==> src/rtl/mod_rst_seq_pkg.sv <==
// -----------------------------------------------------------------------------
// rst_seq_pkg
// Shared types and constants for the mod_rst_seq reset sequencer.
//   state_t          : 2-bit FSM state encoding (also visible on o_state)
//   LOCK_CYCLES_DEF  : default lock-stability filter length
//   max_int()        : helper used to size the shared cycle counter
// -----------------------------------------------------------------------------
package rst_seq_pkg;

   typedef enum logic [1:0] {
      S_WAIT_LOCK = 2'd0,
      S_FILTER    = 2'd1,
      S_RELEASE   = 2'd2,
      S_RUN       = 2'd3
   } state_t;

   localparam int LOCK_CYCLES_DEF = 1024;

   function automatic int max_int(input int a, input int b);
      if (a > b) begin
         return a;
      end else begin
         return b;
      end
   endfunction

endpackage

==> src/rtl/mod_rst_seq_sync.sv <==
// -----------------------------------------------------------------------------
// mod_sync
// N-stage single-bit synchronizer, asynchronous active-low reset to 0.
//   i_clk   : destination clock
//   i_rst_n : asynchronous active-low reset (clears every stage)
//   i_d     : asynchronous input bit
//   o_q     : synchronized output (last flop of the chain)
// -----------------------------------------------------------------------------
module mod_sync #(
   parameter int STAGES = 2
) (
   input  logic i_clk,
   input  logic i_rst_n,
   input  logic i_d,
   output logic o_q
);

   logic [STAGES-1:0] sync_q;

   if (STAGES < 2) begin : g_param_check
      $error("mod_sync: STAGES must be at least 2");
   end

   // Synchronizer shift chain; stage 0 is the metastability-exposed flop.
   always_ff @(posedge i_clk or negedge i_rst_n) begin
      if (!i_rst_n) begin
         sync_q <= '0;
      end else begin
         sync_q <= {sync_q[STAGES-2:0], i_d};
      end
   end

   assign o_q = sync_q[STAGES-1];

endmodule

==> src/rtl/mod_rst_seq.sv <==
// -----------------------------------------------------------------------------
// mod_rst_seq
// Reset sequencer behind the 48 MHz PLL. Synchronizes and filters the raw PLL
// lock flag, then releases N_OUT active-low domain resets one STAGE_GAP apart
// (bit 0 first) and raises o_ready. Losing lock drops every reset at once and
// restarts the whole sequence.
//   i_clk        : PLL output clock
//   i_rst_n      : asynchronous active-low reset (deassertion synchronized)
//   i_pll_locked : raw PLL lock flag, asynchronous to i_clk
//   o_rst_n      : staged domain resets, active-low, bit 0 released first
//   o_ready      : all resets released and lock stable
//   o_state      : current FSM state (debug)
//   o_loss_cnt   : saturating count of lock losses from S_RUN
//                  (only when RST_SEQ_LOSS_CNT_EN is defined)
// -----------------------------------------------------------------------------
module mod_rst_seq
   import rst_seq_pkg::*;
#(
   parameter int SYNC_STAGES = 2,
   parameter int LOCK_CYCLES = LOCK_CYCLES_DEF,
   parameter int N_OUT       = 2,
   parameter int STAGE_GAP   = 16,
   parameter int LOSS_CNT_W  = 8
) (
   input  logic                  i_clk,
   input  logic                  i_rst_n,
   input  logic                  i_pll_locked,
   output logic [N_OUT-1:0]      o_rst_n,
   output logic                  o_ready,
   output logic [1:0]            o_state
`ifdef RST_SEQ_LOSS_CNT_EN
   ,
   output logic [LOSS_CNT_W-1:0] o_loss_cnt
`endif
);

   // One extra bit so the counter can never wrap inside a state.
   localparam int CNT_W = $clog2(max_int(LOCK_CYCLES, STAGE_GAP)) + 1;
   localparam logic [N_OUT-1:0] REL_FIRST = N_OUT'(1);

   if (SYNC_STAGES < 2 || LOCK_CYCLES < 1 || N_OUT < 1 || STAGE_GAP < 1 ||
       LOSS_CNT_W < 1) begin : g_param_check
      $error("mod_rst_seq: illegal parameter set");
   end

   logic              lock_s;
   logic              run_en_s;
   logic [N_OUT-1:0]  rel_next_s;

   state_t            state_q, state_d;
   logic [CNT_W-1:0]  cnt_q, cnt_d;
   logic [N_OUT-1:0]  rst_q, rst_d;
   logic              ready_q, ready_d;

   // Lock flag into the i_clk domain.
   mod_sync #(.STAGES(SYNC_STAGES)) u_lock_sync (
      .i_clk   (i_clk),
      .i_rst_n (i_rst_n),
      .i_d     (i_pll_locked),
      .o_q     (lock_s)
   );

   // Reset-deassert synchronizer: goes high SYNC_STAGES edges after i_rst_n rises.
   mod_sync #(.STAGES(SYNC_STAGES)) u_rst_sync (
      .i_clk   (i_clk),
      .i_rst_n (i_rst_n),
      .i_d     (1'b1),
      .o_q     (run_en_s)
   );

   // Next release pattern: shift one more low-order one into the released run.
   assign rel_next_s = (rst_q << 1) | REL_FIRST;

   // Next-state, counter and output logic for the sequencing FSM.
   always_comb begin
      state_d = state_q;
      cnt_d   = cnt_q;
      rst_d   = rst_q;
      ready_d = 1'b0;
      if (!run_en_s) begin
         state_d = S_WAIT_LOCK;
         cnt_d   = '0;
         rst_d   = '0;
      end else begin
         case (state_q)
            S_WAIT_LOCK: begin
               cnt_d = '0;
               rst_d = '0;
               if (lock_s) begin
                  state_d = S_FILTER;
               end else begin
                  state_d = S_WAIT_LOCK;
               end
            end
            S_FILTER: begin
               if (!lock_s) begin
                  state_d = S_WAIT_LOCK;
                  cnt_d   = '0;
                  rst_d   = '0;
               end else if (cnt_q == CNT_W'(LOCK_CYCLES - 1)) begin
                  cnt_d   = '0;
                  rst_d   = REL_FIRST;
                  state_d = (N_OUT == 1) ? S_RUN : S_RELEASE;
               end else begin
                  cnt_d = cnt_q + CNT_W'(1);
               end
            end
            S_RELEASE: begin
               // Loss is tested first so it beats a coincident stage release.
               if (!lock_s) begin
                  state_d = S_WAIT_LOCK;
                  cnt_d   = '0;
                  rst_d   = '0;
               end else if (cnt_q == CNT_W'(STAGE_GAP - 1)) begin
                  cnt_d   = '0;
                  rst_d   = rel_next_s;
                  state_d = rel_next_s[N_OUT-1] ? S_RUN : S_RELEASE;
               end else begin
                  cnt_d = cnt_q + CNT_W'(1);
               end
            end
            S_RUN: begin
               cnt_d = '0;
               if (!lock_s) begin
                  state_d = S_WAIT_LOCK;
                  rst_d   = '0;
               end else begin
                  rst_d   = '1;
                  ready_d = 1'b1;
               end
            end
            default: begin
               state_d = S_WAIT_LOCK;
               cnt_d   = '0;
               rst_d   = '0;
            end
         endcase
      end
   end

   // FSM state, counter and registered outputs.
   always_ff @(posedge i_clk or negedge i_rst_n) begin
      if (!i_rst_n) begin
         state_q <= S_WAIT_LOCK;
         cnt_q   <= '0;
         rst_q   <= '0;
         ready_q <= 1'b0;
      end else begin
         state_q <= state_d;
         cnt_q   <= cnt_d;
         rst_q   <= rst_d;
         ready_q <= ready_d;
      end
   end

   assign o_rst_n = rst_q;
   assign o_ready = ready_q;
   assign o_state = state_q;

`ifdef RST_SEQ_LOSS_CNT_EN
   logic [LOSS_CNT_W-1:0] loss_q, loss_d;

   // Count only S_RUN -> S_WAIT_LOCK transitions, saturating at all-ones.
   always_comb begin
      loss_d = loss_q;
      if (run_en_s && (state_q == S_RUN) && !lock_s &&
          (loss_q != {LOSS_CNT_W{1'b1}})) begin
         loss_d = loss_q + LOSS_CNT_W'(1);
      end else begin
         loss_d = loss_q;
      end
   end

   // Loss counter register, cleared only by i_rst_n.
   always_ff @(posedge i_clk or negedge i_rst_n) begin
      if (!i_rst_n) begin
         loss_q <= '0;
      end else begin
         loss_q <= loss_d;
      end
   end

   assign o_loss_cnt = loss_q;
`endif

endmodule

==> config.mk <==
export PLATFORM = sky130hd
export DESIGN_NAME = mod_rst_seq
export DESIGN_NICKNAME = d
export VERILOG_FILES = /design/src/rtl/mod_rst_seq_pkg.sv /design/src/rtl/mod_rst_seq_sync.sv /design/src/rtl/mod_rst_seq.sv
export SDC_FILE = /design/constraint.sdc
export NUM_CORES = 1
export LEC_CHECK = 0
export CAP_MARGIN = 5
export CELL_PAD_IN_SITES_DETAIL_PLACEMENT = 0
export CELL_PAD_IN_SITES_GLOBAL_PLACEMENT = 1
export CORE_MARGIN = 1
export CORE_UTILIZATION = 48
export DETAILED_ROUTE_END_ITERATION = 16
export HOLD_SLACK_MARGIN = 0.12
export PLACE_DENSITY = 0.82
export SYNTH_ARGS = -nofsm -noshare
export SYNTH_HDL_FRONTEND = slang
export SYNTH_HIERARCHICAL = 1
export SYNTH_SLANG_ARGS = --single-unit
==> constraint.sdc <==
create_clock -name i_clk -period 2.5 [get_ports i_clk]
set_input_delay 0.5 -clock i_clk [delete_from_list [all_inputs] [get_ports i_clk]]
set_output_delay 0.5 -clock i_clk [all_outputs]
set_load 0.01 [all_outputs]
==> run metrics <==
outcome=complete, no violations; total track usage=17.4%; total number of vias=627; Cell Area, Synth=971 sq um; worst-path cell chain=clkdlybuf4s50_1; count of cell types in the netlist=34; drt pass-1 iters=4; r2r endpoint=o_rst_n[1]$_DFFE_PN0P_; most common cell after layout, fill and taps aside=dfrtp_1; CP max stage delay=0.56 ns; fin cells=117; hold_sp=u_rst_sync/sync_q[0]$_DFF_PN0_; GPL Wtd Cong=0.822; # setup viols final=0; peak supply drop=0.403 mV; htree depth=1; Synth Flop Type=dfrtp_1; Crit-path slowest cell=clkdlybuf4s50_1; clk sinks=20; Worst EP arrival=1.28 ns; max_cap viols=0; chip width=47.0 um; Slew Limit Fails=0; Cell Pwr Density=545 mW/mm^2; clk root buf=clkbuf_4; CTS tree=done; Placed Cells=113; Yosys warnings=6; WL final=1.54 mm; antenna viol nets, final=0; met3 WL=58 um; Syn Inst Count=81; Fmax=563 MHz; met2 WL=682 um; Fin Hold WS=0.360 ns; worst setup path endpoint=o_state[1]; flops & latches, synth=20; Die Y=47.0 um; largest net degree at the start of global routing=21; Mapped Avg Cell Area=12.0 sq um; DR iter-0 viols=9; Via-to-Cell Ratio=5.36; Inserted Clock Buffers=3; Hold Buf Count CTS=0; final hold vios=0; share of layout cells above drive strength 1=16.3%; most frequent cells in the layout=dfrtp_1, nor2_1, clkdlybuf4s50_1, xor2_1, nand2_1; Initial Util=53.9%; Critical Path Source=o_state[1]$_DFFE_PN0P_; Layout Utilization=62.2%; first-pass GRT wire length=2.57 mm; CP top delay family=buffers and inverters; antenna violations before repair=0; Setup TNS=0 ns; sequential element share of the synthesized area=51.5%; diode count=0; core area=0.00180 sq mm; Worst EP required=2.00 ns; vias in the first global route=568; RSZ-0062 raised after global routing=no; post-DP HPWL=1.13 mm; worst path bufs/invs=1; Area Growth Syn to Fin=15.5%; flop-to-flop setup slack=0.73 ns; Tightest Hold Check Type=flip-flop to flip-flop; fraction of registers with async set/reset=100%; RR Startpoint=cnt_q[0]$_DFF_PN0_; critical path depth=1; Max Clock Skew=0.0114 ns; final worst-path cycle share=71.0%; IO buf count=7; Worst R2R Path Depth=5; post-cts resize count=0; Net Count, Synth=85; Post-layout nets=97; EDFF count, synth=0; # IOs=8; critical path type=flip-flop to output pin; grt ovf=0; Worst Setup End Kind=output pin; insertion delay to the later sink of the worst-skew pair=0.30 ns; startpoint types=flip-flop; drc violations=0; Post-Route M1 WL=752 um; Min Clock Period, post-route=1.78 ns; Die Area=0.00221 sq mm; Crit Path Max Fanout=5; Lkg Pwr=0.549 nW; Setup Fix Bufs, Post-CTS=0; Worst-path clk slew=0.11 ns; mean routed wirelength per cell=13.1 um; std cell rows=15; Top Layer Used=met4; Max Root-Sink Buffers=2
-- layout make-up --
| cell class | instances | area (sq um) |
|---|---|---|
| Fill cell | 174 | 681 |
| Sequential cell | 20 | 500 |
| Multi-Input combinational cell | 58 | 452 |
| Timing Repair Buffer | 8 | 77.6 |
| Tap cell | 25 | 31.3 |
| Clock inverter | 1 | 30.0 |
| Clock buffer | 3 | 22.5 |
| Inverter | 2 | 7.51 |
-- logic make-up (layout without fill, tap and decap cells) --
logic type	after synthesis	after routing	synth area share (%)
and+or+nand+nor	36	36	23.6
DFF	20	20	51.5
AOI/OAI and AO/OA	12	12	14.0
xor gates and xnor gates	8	8	7.22
buffers and inverters	3	14	1.93
adders and majority gates	1	1	1.29
other	1	1	0.386
-- metal layers --
layer  track usage, %  vias to the layer above
met5                0                        -
met4             12.0                        0
met3             4.62                        4
met2             23.3                       13
met1             24.4                      304
li1                 -                      306
-- per-stage QoR --
stage	setup WS (ns)	area (sq um)	power, mW
6_report	0.724	1120	0.611
5_1_grt	0.641	1120	0.637
4_1_cts	0.698	1120	0.623
3_5_place_dp	0.723	1070	0.360
3_3_place_gp	0.777	1070	0.360
2_1_floorplan	1.05	971	0.346
-- cell usage after synthesis (2+ instances only) --
cell      count  area [sq um]
dfrtp_1      20           500
nor2_1       13          48.8
nor3_1        2          10.0
nand2_1       5          18.8
xor2_1        6          52.6
nand2b_1      2          12.5
nand4_1       3          18.8
and3_1        2          12.5
xnor2_1       2          17.5
inv_1         2          7.51
-- state kept, by name, indices dropped and copies added (netlist names) --
name and count:
u_lock_sync/sync_q 2, cnt_q 11, o_state 2, u_rst_sync/sync_q 2, o_ready 1, o_rst_n 2
-- worst min path at each step --
| stage | end | slack [ns] | depth (start not counted) |
|---|---|---|---|
| 2_1_floorplan | cnt_q[0]$_DFF_PN0_ | 0.20 | 0 |
| 3_5_place_dp | u_rst_sync/sync_q[1]$_DFF_PN0_ | 0.34 | 0 |
| 3_3_place_gp | u_lock_sync/sync_q[1]$_DFF_PN0_ | 0.33 | 0 |
| 6_report | u_rst_sync/sync_q[1]$_DFF_PN0_ | 0.36 | 0 |
| 4_1_cts | u_rst_sync/sync_q[1]$_DFF_PN0_ | 0.37 | 0 |
| 5_1_grt | u_rst_sync/sync_q[1]$_DFF_PN0_ | 0.37 | 0 |
-- power by group --
group,internal (mW),total [mW],switching [mW]
Sequential,0.328,0.330,0.00262
Clock,0.162,0.257,0.0953
Combinational,0.00829,0.0227,0.0144
(Power assumes the default switching activity.)
